### config.mk
export PLATFORM = sky130hd
export DESIGN_NAME = muller_hs_tx
export DESIGN_NICKNAME = d
export VERILOG_FILES = /design/src/rtl/muller_hs_tx.sv
export SDC_FILE = /design/constraint.sdc
export NUM_CORES = 1
export LEC_CHECK = 0
export BUFFER_PORTS_ARGS = -buffer_cell sky130_fd_sc_hd__buf_2
export CAP_MARGIN = 15
export CORE_MARGIN = 2
export CORE_UTILIZATION = 50
export DETAILED_ROUTE_END_ITERATION = 10
export GPL_TIMING_DRIVEN = 0
export HOLD_SLACK_MARGIN = 0.1
export PLACE_DENSITY = 0.87
export SYNTH_ARGS = -nofsm -noshare
export SYNTH_HDL_FRONTEND = slang
export SYNTH_SLANG_ARGS = --single-unit
### constraint.sdc
create_clock -name wb_clk_i -period 4.5 [get_ports wb_clk_i]
set_clock_uncertainty 0.2 [all_clocks]
set_input_delay 0.9 -clock wb_clk_i [delete_from_list [all_inputs] [get_ports wb_clk_i]]
set_output_delay 0.9 -clock wb_clk_i [all_outputs]
set_load 0.01 [all_outputs]
### src/rtl/muller_hs_tx.sv
// Synchronous 4-phase bundled-data transmitter driving an asynchronous C-element pipeline.
// Optional ack timeout is compiled in when MULLER_HS_TIMEOUT_EN is defined.
module muller_hs_tx #(
  parameter int DATA_W      = 4,
  parameter int SYNC_STAGES = 2,
  parameter int TIMEOUT     = 255
) (
  input  logic              wb_clk_i,
  input  logic              wb_rst_i,
  input  logic              in_valid,
  output logic              in_ready,
  input  logic [DATA_W-1:0] in_data,
  output logic              req_o,
  output logic [DATA_W-1:0] data_o,
  input  logic              ack_i,
  output logic              busy_o,
  output logic              done_o,
  output logic              timeout_o,
  output logic [7:0]        count_o
);

  typedef enum logic [1:0] {IDLE, REQ_HI, REQ_LO} state_t;

  if (SYNC_STAGES < 2 || SYNC_STAGES > 3 || TIMEOUT < 1 || TIMEOUT > 255) begin : g_param_check
    $error("muller_hs_tx: SYNC_STAGES must be 2..3 and TIMEOUT 1..255");
  end

  state_t                 state_q, state_d;
  logic                   req_q, req_d;
  logic [DATA_W-1:0]      data_q, data_d;
  logic                   done_q, done_d;
  logic [7:0]             count_q, count_d;
  logic [SYNC_STAGES-1:0] sync_q;
  logic [SYNC_STAGES-1:0] sync_vld_q;
  logic                   ack_s;

  // sync_vld_q marks the synchronizer as refilled after reset, so a stale
  // cleared ack_s cannot let a new request out while the pipeline still acks.
  always_ff @(posedge wb_clk_i) begin
    if (wb_rst_i) begin
      sync_q     <= '0;
      sync_vld_q <= '0;
    end else begin
      sync_q     <= {sync_q[SYNC_STAGES-2:0], ack_i};
      sync_vld_q <= {sync_vld_q[SYNC_STAGES-2:0], 1'b1};
    end
  end

  assign ack_s    = sync_q[SYNC_STAGES-1];
  assign in_ready = (state_q == IDLE) && sync_vld_q[SYNC_STAGES-1] && !ack_s;

`ifdef MULLER_HS_TIMEOUT_EN
  localparam logic [7:0] TMO_LIMIT = 8'(TIMEOUT);
  logic [7:0] tmo_cnt_q, tmo_cnt_d;
  logic       abort_q, abort_d;
  logic       timeout_q, timeout_d;
`endif

  always_comb begin
    state_d = state_q;
    req_d   = req_q;
    data_d  = data_q;
    done_d  = 1'b0;
    count_d = count_q;
`ifdef MULLER_HS_TIMEOUT_EN
    tmo_cnt_d = tmo_cnt_q;
    abort_d   = abort_q;
    timeout_d = timeout_q;
`endif
    case (state_q)
      IDLE: begin
        if (in_valid && in_ready) begin
          data_d  = in_data;
          req_d   = 1'b1;
          state_d = REQ_HI;
`ifdef MULLER_HS_TIMEOUT_EN
          tmo_cnt_d = 8'd0;
          abort_d   = 1'b0;
`endif
        end
      end
      REQ_HI: begin
        if (ack_s) begin
          req_d   = 1'b0;
          state_d = REQ_LO;
        end else begin
`ifdef MULLER_HS_TIMEOUT_EN
          tmo_cnt_d = tmo_cnt_q + 8'd1;
          if (tmo_cnt_d == TMO_LIMIT) begin
            timeout_d = 1'b1;
            abort_d   = 1'b1;
            req_d     = 1'b0;
            state_d   = REQ_LO;
          end
`endif
        end
      end
      REQ_LO: begin
        if (!ack_s) begin
          state_d = IDLE;
          done_d  = 1'b1;
`ifdef MULLER_HS_TIMEOUT_EN
          if (!abort_q) count_d = count_q + 8'd1;
`else
          count_d = count_q + 8'd1;
`endif
        end
      end
      default: begin
        state_d = IDLE;
        req_d   = 1'b0;
      end
    endcase
  end

  always_ff @(posedge wb_clk_i) begin
    if (wb_rst_i) begin
      state_q <= IDLE;
      req_q   <= 1'b0;
      data_q  <= '0;
      done_q  <= 1'b0;
      count_q <= 8'd0;
    end else begin
      state_q <= state_d;
      req_q   <= req_d;
      data_q  <= data_d;
      done_q  <= done_d;
      count_q <= count_d;
    end
  end

`ifdef MULLER_HS_TIMEOUT_EN
  always_ff @(posedge wb_clk_i) begin
    if (wb_rst_i) begin
      tmo_cnt_q <= 8'd0;
      abort_q   <= 1'b0;
      timeout_q <= 1'b0;
    end else begin
      tmo_cnt_q <= tmo_cnt_d;
      abort_q   <= abort_d;
      timeout_q <= timeout_d;
    end
  end

  assign timeout_o = timeout_q;
`else
  assign timeout_o = 1'b0;
`endif

  assign req_o   = req_q;
  assign data_o  = data_q;
  assign done_o  = done_q;
  assign count_o = count_q;
  assign busy_o  = (state_q != IDLE);

endmodule

==> impl_metrics.yaml, run 1 <==
outcome:
  status: "completed"
timing:
  grt_setup_unrepaired: "false"
  drv_slew: 0
  finalSetupViolCount: 0
  period_needed_ns: 2.90
  hold_violations: 0
  timing.fmax_mhz: 345
  holdWs_ns: 0.258
  setup_tns_ns: 0
  layout_worst_path_cycle_share: 0.644
clock_network:
  cts.path.max_buffers: 2
  cts_tree: "done"
  clkLatencyLatePin_ns: 0.30
  htree_levels: 1
  cts_setup_buffers: 0
  cts_buffers: 3
  post_cts_resized: 0
  root_buffer: "clkbuf_4"
  clock-sinks: 20
  clkSlewWorstSetupHoldPaths_ns: 0.12
  cts.hold.buffers_added: 0
synthesis:
  ys_seq_area_frac: 0.514
  ys_seq_elements: 20
  synthTopCellsByArea: "dfxtp_1 (51%), a21oi_1 (5.8%), o21ai_0 (4.5%)"
  syn-instance-count: 86
  synthesis.nets: 95
  syn_area_per_cell_um2: 9.06
  yosys_warnings: 0
  netlist.area_leader.share: 0.514
  netlist_area_um2: 779
  yosysTopAreaCell: "dfxtp_1"
  ys_types: 28
global_route:
  grt_pass1_vias: 599
  grt_pass1_wl_um: 2400
  antenna_found_initial: 0
  grt_max_degree: 12
  grt_usage: 0.171
  overflow: 0
route:
  initialDrtViolationCount: 25
  postRouteAntennaNets: 0
  route.detailed.drc: 0
  drt_wl_total_um: 1460
  via_per_inst: 5.40
  routedWlPerCell_um: 11.4
  vias: 691
  drt_pass1_iterations: 4
die:
  ios: 25
  dieArea_mm2: 0.00189
  die_y_um: 43.5
  coreArea_mm2: 0.00149
  start_util: 0.524
  dieWidth_um: 43.5
  rows: 14
placed_design:
  portBuffers: 22
  gp_congestion: 0.762
  dp.final_hpwl_um: 1020
worst_hold_path:
  hold_start: "sync_vld_q[0]$_DFF_P_"
  hold_end: "sync_vld_q[1]$_SDFF_PP0_"
  whs_path_depth: 1
  worstHoldPathType: "register to register"
critical_path:
  crit_path_end_kind: "output port"
  crit_fanout: 7
  arrival_ns: 1.80
  critPathKind: "register to output port"
  reg2reg_to: "count_o[7]$_SDFFE_PP0P_"
  worstSetupStartpointType: "register"
  r2r_slack_ns: 2.45
  ff2ff_path_depth: 4
  r2r_start: "state_q[1]$_SDFFE_PP0P_"
  required_ns: 3.40
job:
  cap_violations: 0
finish:
  drive_gt1_frac: 0.277
  area_delta_synth_final_pct: 21.3
  diodes: 0
  nets: 122
power_and_ir_drop:
  powerDensity_mw_per_mm2: 325
  ir_worst_vdd_mv: 0.239
  power_leakage_nw: 0.436
==> how the worst max path moves through the flow <==
stage	from	endpoint	slack, ns	cells past startpoint
floorplan	state_q[1]$_SDFFE_PP0P_	in_ready	2.16	2
global placement	state_q[1]$_SDFFE_PP0P_	in_ready	1.97	3
detailed placement	state_q[1]$_SDFFE_PP0P_	in_ready	1.96	3
CTS	state_q[1]$_SDFFE_PP0P_	in_ready	1.61	3
global route	state_q[1]$_SDFFE_PP0P_	in_ready	1.55	3
finish	state_q[1]$_SDFFE_PP0P_	in_ready	1.60	3
==> synthesized netlist by cell type <==
cell	instances
dfxtp_1	20
a21oi_1	9
nor2_1	8
o21ai_0	7
inv_1	5
nand3_1	5
nor2b_1	4
nand2_1	3
clkbuf_1	2
o31ai_1	2
or3_1	2
or4_1	2
xor2_1	2
a22oi_1	1
and3_1	1
buf_2	1
buf_4	1
conb_1	1
ha_1	1
mux2_2	1
mux2i_1	1
nand4_1	1
nand4bb_1	1
nor4_1	1
or2_2	1
or3b_1	1
or4b_2	1
xnor2_1	1
==> flip-flops by register name, summed over array words and instances, names as in the netlist <==
register / cells
count_o: 8
data_o: 4
done_o: 1
req_o: 1
state_q: 2
sync_q: 2
sync_vld_q: 2
==> kinds of logic (layout without fill, tap and decap cells) <==
kind of cell    Yosys count  after routing  synth area share
buf+inv                   9             35            0.0498
mux                       2              2            0.0273
fa+ha+maj                 1              1            0.0160
other cells               1              1           0.00481
simple gates             31             31             0.223
flops                    20             20             0.514
compound gates           19             19             0.132
xor+xnor                  3              3            0.0337
==> worst max-delay path, cell delays in order, from the launching register on <==
cell	delay [ns]
dfxtp_1	0.39
or4b_2	0.75
inv_1	0.20
buf_2	0.17
==> cells in the final DEF (no fill, tap or decap), types with 2 or more instances in the layout <==
cell,count
nor2_1,8
o21ai_0,7
nor2b_1,4
dfxtp_1,20
xor2_1,2
nand2_1,3
inv_1,5
or4_1,2
clkbuf_4,3
nand3_1,5
o31ai_1,2
a21oi_1,9
or3_1,2
buf_2,23
clkbuf_1,2
==> per-layer routing <==
metal	share of wire	vias up	track usage	wire length [um]
met5	0	-	0	0
met4	0.020	0	0.103	29
met3	0.051	6	0.0250	74
met2	0.49	20	0.319	714
met1	0.44	319	0.176	642
li1	-	346	-	-
==> cell type report <==
cell class / instances / area (um2)
Sequential cell: 20 / 400
Buffer: 4 / 20.0
Tap cell: 16 / 20.0
Multi-Input combinational cell: 57 / 340
Inverter: 5 / 18.8
Timing Repair Buffer: 22 / 110
Clock buffer: 4 / 36.3
Fill cell: 116 / 543
==> stage by stage <==
stage / power (W) / utilization / setup WS [ns] / area [um2] / instances
CTS: 0.000310 / 0.635 / 1.61 / 946 / 128
detailed placement: 0.000207 / 0.611 / 1.96 / 910 / 124
finish: 0.000307 / 0.635 / 1.60 / 946 / 128
floorplan: 0.000199 / - / 2.16 / 779 / 86
global placement: 0.000206 / 0.611 / 1.97 / 910 / 124
global route: 0.000318 / 0.635 / 1.55 / 946 / 128
==> power breakdown <==
| part | switching, W | leakage (nW) | internal, W |
|---|---|---|---|
| sequential | 0.00000222 | 0.163 | 0.000181 |
| combinational | 0.0000110 | 0.253 | 0.00000852 |
| clock | 0.0000550 | 0.0210 | 0.0000493 |
Power figures use the tool's default switching activity.
==> run 2: changes to the inputs <==
--- a/config.mk
+++ b/config.mk
@@ -5,14 +5,15 @@
 export SDC_FILE = /design/constraint.sdc
 export NUM_CORES = 1
 export LEC_CHECK = 0
+export ABC_AREA = 1
 export BUFFER_PORTS_ARGS = -buffer_cell sky130_fd_sc_hd__buf_2
 export CAP_MARGIN = 15
 export CORE_MARGIN = 2
-export CORE_UTILIZATION = 50
+export CORE_UTILIZATION = 49
 export DETAILED_ROUTE_END_ITERATION = 10
 export GPL_TIMING_DRIVEN = 0
 export HOLD_SLACK_MARGIN = 0.1
-export PLACE_DENSITY = 0.87
+export PLACE_DENSITY = 0.84
 export SYNTH_ARGS = -nofsm -noshare
 export SYNTH_HDL_FRONTEND = slang
 export SYNTH_SLANG_ARGS = --single-unit
==> constraint.sdc (replaced) <==
create_clock -name wb_clk_i -period 2.7 [get_ports wb_clk_i]
set_clock_uncertainty 0.2 [all_clocks]
set_input_delay 0.54 -clock wb_clk_i [delete_from_list [all_inputs] [get_ports wb_clk_i]]
set_output_delay 0.54 -clock wb_clk_i [all_outputs]
set_load 0.01 [all_outputs]
==> run 2 against run 1 <==
Net effect:
- total power grew 93%
- first-iteration DRC count shrank 36%
- register-to-register slack lost 1.1 ns
- final area grew 13%
- sequential share of layout area shrank 4.9 points
- clock power grew 140%
- wire length grew 15%
- non-clock buffer count shrank 1
- setup slack lost 0.83 ns
- largest power group unchanged
- highest routed layer unchanged
==> impl_metrics.yaml, run 2 <==
global_route:
  grt_busiest_layer: "met2"
  grt_max_degree: 13
  grt_pass1_wl_um: 2630
  grt_pass1_vias: 667
  grt_usage: 0.176
  grt_use_met1: 0.204
  global_route.usage.met3: 0.0510
  overflow: 0
  antenna_found_initial: 0
  grt_use_met2: 0.272
critical_path:
  slowest_stage: "dfxtp_1"
  r2r_start: "count_o[1]$_SDFFE_PP0P_"
  cp_cell_sequence: "nor2_1 > inv_2 > nor2_8 > buf_2"
  crit_path_start: "state_q[1]$_SDFFE_PP0P_"
  cpPeakStageDelay_ns: 0.37
  crit_fanout: 6
  critPathKind: "register to output port"
  required_ns: 1.96
  arrival_ns: 1.19
  worstSetupStartpointType: "register"
  crit_path_end_kind: "output port"
synthesis:
  netlist_area_um2: 872
  ys_seq_elements: 20
  ys_types: 24
  synthFlopType: "dfxtp_1"
  synthesis.nets: 123
  netlist.area_leader.share: 0.459
  async_flop_share: 0
  yosysTopAreaCell: "dfxtp_1"
  synthTopCellsByArea: "dfxtp_1 (46%), nand2_1 (9.5%), inv_1 (7.3%)"
  synth_commonest_cells: "nand2_1 (22), dfxtp_1 (20), inv_1 (17), nor2_1 (15), a21oi_1 (7)"
  synth_edf_count: 0
  syn-instance-count: 114
  yosys_warnings: 0
  syn_area_per_cell_um2: 7.65
  synth.most_common_cell: "nand2_1"
  ys_seq_area_frac: 0.459
clock_network:
  cts_buffers: 3
  clock-sinks: 20
  cts_tree: "done"
  cts.path.max_buffers: 2
  post_cts_resized: 0
  clkLatencyLatePin_ns: 0.32
  cts_setup_buffers: 0
  cts.hold.buffers_added: 0
  root_buffer: "clkbuf_4"
  htree_levels: 1
  clkSlewWorstSetupHoldPaths_ns: 0.12
power_and_ir_drop:
  powerDensity_mw_per_mm2: 554
  power_leakage_nw: 0.511
  ir_worst_vdd_mv: 0.279
timing:
  drv_slew: 0
  timing.fmax_mhz: 518
  hold_violations: 0
  period_needed_ns: 1.93
  finalSetupViolCount: 0
  layout_worst_path_cycle_share: 0.714
  setup_tns_ns: 0
  grt_setup_unrepaired: "false"
route:
  drt_pass1_iterations: 4
  via_per_inst: 4.52
  route.detailed.drc: 0
  drt_wl_total_um: 1680
  vias: 751
  postRouteAntennaNets: 0
  initialDrtViolationCount: 16
  routedWlPerCell_um: 10.1
finish:
  nets: 151
  drive_gt1_frac: 0.291
  diodes: 0
  area_delta_synth_final_pct: 22.8
  largest_reg_flops: 8
  post-route-util: 0.627
  final_cell_mix: "buf_2 (23), nand2_1 (22), dfxtp_1 (20)"
  multiInputGateArea_um2: 382
  fillers: 148
  final-seq-area_um2: 400
  final_common_cell: "buf_2"
die:
  rows: 15
  dieWidth_um: 46.2
  dieArea_mm2: 0.00213
  start_util: 0.511
  ios: 25
  die_y_um: 46.2
  coreArea_mm2: 0.00171
placed_design:
  gp_congestion: 0.817
  dp.final_hpwl_um: 1230
  portBuffers: 23
worst_hold_path:
  worstHoldPathType: "primary input to register"
  hold_start: "wb_rst_i"
job:
  cap_violations: 0
outcome:
  status: "completed"
## run 2: worst paths after layout
check                                                to  slack, ns  depth (start not counted)
worst max-delay path                           in_ready       0.77                          4
worst min-delay path            state_q[1]$_SDFFE_PP0P_       0.20                          2
worst max register to register  count_o[4]$_SDFFE_PP0P_       1.37                          6
worst min register to register     sync_q[1]$_SDFF_PP0_       0.23                          2
## run 2: metal layers
layer / vias to the layer above / routed length, um
met2: 13 / 838
li1: 409 / -
met1: 325 / 753
met3: 4 / 69
met4: 0 / 19
met5: - / 0
## run 2: cell type report
cell class | count | area share
buffer | 2 | 0.0105
clock buffer | 3 | 0.0210
clock inverter | 1 | 0.0280
inverter | 21 | 0.0736
multi-input combinational | 71 | 0.356
sequential | 20 | 0.374
tap | 25 | 0.0292
timing repair buffer | 23 | 0.107
## run 2: power breakdown
part / internal (W) / switching [W]
Combinational: 0.0000165 / 0.0000252
Clock: 0.000150 / 0.0000969
Sequential: 0.000302 / 0.00000320
Total: 0.000468 / 0.000125
## run 2: cells by family after synthesis
| kind of cell | share of synthesized area |
|---|---|
| compound gates | 0.0861 |
| flops | 0.459 |
| buf+inv | 0.103 |
| simple gates | 0.333 |
| other cells | 0.00430 |
| fa+ha+maj | 0.0143 |
## run 2: critical path, delay by kind of cell (launching register included)
kind          cells  cell delay, ns
flops             1            0.37
buf+inv           2            0.23
simple gates      2            0.27
## run 2: through the flow
stage	total power [W]	setup slack, ns	hold slack, ns	std cells	area [um2]
global placement	0.000352	1.15	0.189	162	1020
floorplan	0.000338	1.29	0.188	114	872
detailed placement	0.000353	1.13	0.211	162	1020
CTS	0.000594	0.780	0.213	166	1070
finish	0.000594	0.771	0.202	166	1070
global route	0.000609	0.705	0.202	166	1070
==> run 3: changes to the inputs <==
==> constraint.sdc (replaced) <==
create_clock -name wb_clk_i -period 1.9 [get_ports wb_clk_i]
set_clock_uncertainty 0.2 [all_clocks]
set_input_delay 0.38 -clock wb_clk_i [delete_from_list [all_inputs] [get_ports wb_clk_i]]
set_output_delay 0.38 -clock wb_clk_i [all_outputs]
set_load 0.01 [all_outputs]
==> run 3 against run 2 <==
Net effect:
- utilization up 1.2 points
- final area grew 1.9%
- sequential power grew 42%
- global-route usage grew 0.32 points
- clock power up 43%
- non-clock buffer count grew 2
- cell count increased by 1.2%
- total power rose by 43%
- worst hold slack worse by 0.088 ns
- sequential cell count stayed put
- largest power group unchanged
==> impl_metrics.yaml, run 3 (synthesized netlist as in run 2, its figures left out) <==
finish:
  nets: 153
  final_common_cell: "buf_2"
  area_delta_synth_final_pct: 25.1
  fillers: 146
  final-seq-area_um2: 400
  multiInputGateArea_um2: 382
  post-route-util: 0.639
  diodes: 0
  stdcell_area_mm2: 0.00109
  largest_reg_flops: 8
  drive_gt1_frac: 0.287
  final_cell_mix: "buf_2 (23), nand2_1 (22), dfxtp_1 (20)"
critical_path:
  path_buf_inv: 2
  arrival_ns: 1.19
  ff2ff_path_depth: 6
  worstSetupStartpointType: "register"
  cpPeakStageDelay_ns: 0.37
  crit_path_start: "state_q[1]$_SDFFE_PP0P_"
  required_ns: 1.32
  crit_family: "flip-flops"
  r2r_start: "count_o[1]$_SDFFE_PP0P_"
  reg2reg_to: "count_o[4]$_SDFFE_PP0P_"
  r2r_slack_ns: 0.57
  crit_path_end_kind: "output port"
  crit_fanout: 6
  cp_cell_sequence: "nor2_1 > inv_2 > nor2_8 > buf_2"
  slowest_stage: "dfxtp_1"
  critPathKind: "register to output port"
job:
  cap_violations: 0
die:
  coreArea_mm2: 0.00171
  rows: 15
  start_util: 0.511
  die_y_um: 46.2
  ios: 25
  dieWidth_um: 46.2
  dieArea_mm2: 0.00213
clock_network:
  cts_buffers: 3
  clkLatencyLatePin_ns: 0.32
  root_buffer: "clkbuf_4"
  clkSlewWorstSetupHoldPaths_ns: 0.12
  post_cts_resized: 0
  cts.path.max_buffers: 2
  clock-sinks: 20
  cts_tree: "done"
  htree_levels: 1
timing:
  period_needed_ns: 1.77
  drv_slew: 0
  setup_tns_ns: 0
  layout_worst_path_cycle_share: 0.931
  fin_ws_ns: 0.131
  hold_violations: 0
  timing.fmax_mhz: 565
  finalSetupViolCount: 0
  grt_setup_unrepaired: "false"
placed_design:
  portBuffers: 23
  placed_area_mm2: 0.00102
  dp.final_hpwl_um: 1230
  dp_slack_ns: 0.493
  gp_congestion: 0.817
global_route:
  overflow: 0
  grt_max_degree: 13
  grt_usage: 0.179
  antenna_found_initial: 0
  grt_pass1_vias: 691
  grt_pass1_wl_um: 2680
power_and_ir_drop:
  clockPowerShare: 0.415
  p_int_w: 0.000668
  p_sw_w: 0.000179
  swShare: 0.211
  power_leakage_nw: 0.519
  ir_worst_vdd_mv: 0.396
  pwr-share-comb: 0.074
  seq_power_share: 0.511
  powerDensity_mw_per_mm2: 776
route:
  via_per_inst: 4.52
  routedWlPerCell_um: 10.1
  drt_wl_total_um: 1690
  postRouteAntennaNets: 0
  route.detailed.drc: 0
  initialDrtViolationCount: 16
  vias: 759
  drt_pass1_iterations: 4
worst_hold_path:
  hold_end: "data_o[3]$_SDFFE_PP0P_"
  whs_path_depth: 3
  worstHoldPathType: "primary input to register"
  hold_start: "in_data[3]"
outcome:
  status: "completed"
run 3: worst register-to-register path: cells and delay by family (launching register included):
kind / cells / cell delay, ns
fa+ha+maj: 1 / 0.21
buf+inv: 1 / 0.07
flops: 1 / 0.42
simple gates: 4 / 0.33
run 3: what timing repair did:
item	CTS	global route
endpoints found under the hold margin	2	0
hold buffers	2	0
setup buffers	0	0
run 3: area by class of cell:
cell class / instances / area share
Buffer: 2 / 0.0103
Clock buffer: 3 / 0.0206
Clock inverter: 1 / 0.0275
Inverter: 21 / 0.0722
Multi-Input combinational cell: 71 / 0.350
Sequential cell: 20 / 0.367
Tap cell: 25 / 0.0287
Timing Repair Buffer: 25 / 0.124
run 3: worst max path at each step:
stage | cells past startpoint | slack [ns] | endpoint
floorplan | 6 | 0.63 | count_o[6]$_SDFFE_PP0P_
global placement | 4 | 0.51 | in_ready
CTS | 4 | 0.14 | in_ready
global route | 4 | 0.07 | in_ready
detailed placement | 4 | 0.49 | in_ready
finish | 4 | 0.13 | in_ready
run 3: power groups by stage:
stage / clock network, W / logic (W) / registers [W]
after floorplan: 0 / 0.0000366 / 0.000444
after global placement: 0 / 0.0000579 / 0.000442
after detailed placement: 0 / 0.0000596 / 0.000443
after CTS: 0.000351 / 0.0000630 / 0.000433
after global routing: 0.000365 / 0.0000702 / 0.000434
final: 0.000352 / 0.0000624 / 0.000433
run 3: stage by stage:
step	std cells	total power, W	hold WS, ns
finish	168	0.000847	0.115
global route	168	0.000869	0.126
CTS	168	0.000847	0.127
detailed placement	162	0.000502	0.211
global placement	162	0.000500	0.189
floorplan	114	0.000481	0.188
run 3: metal layers:
layer | routed length (um) | global-route usage
met2 | 841 | 0.283
met3 | 66 | 0.0510
met5 | 0 | 0
met4 | 19 | 0.126
met1 | 763 | 0.204
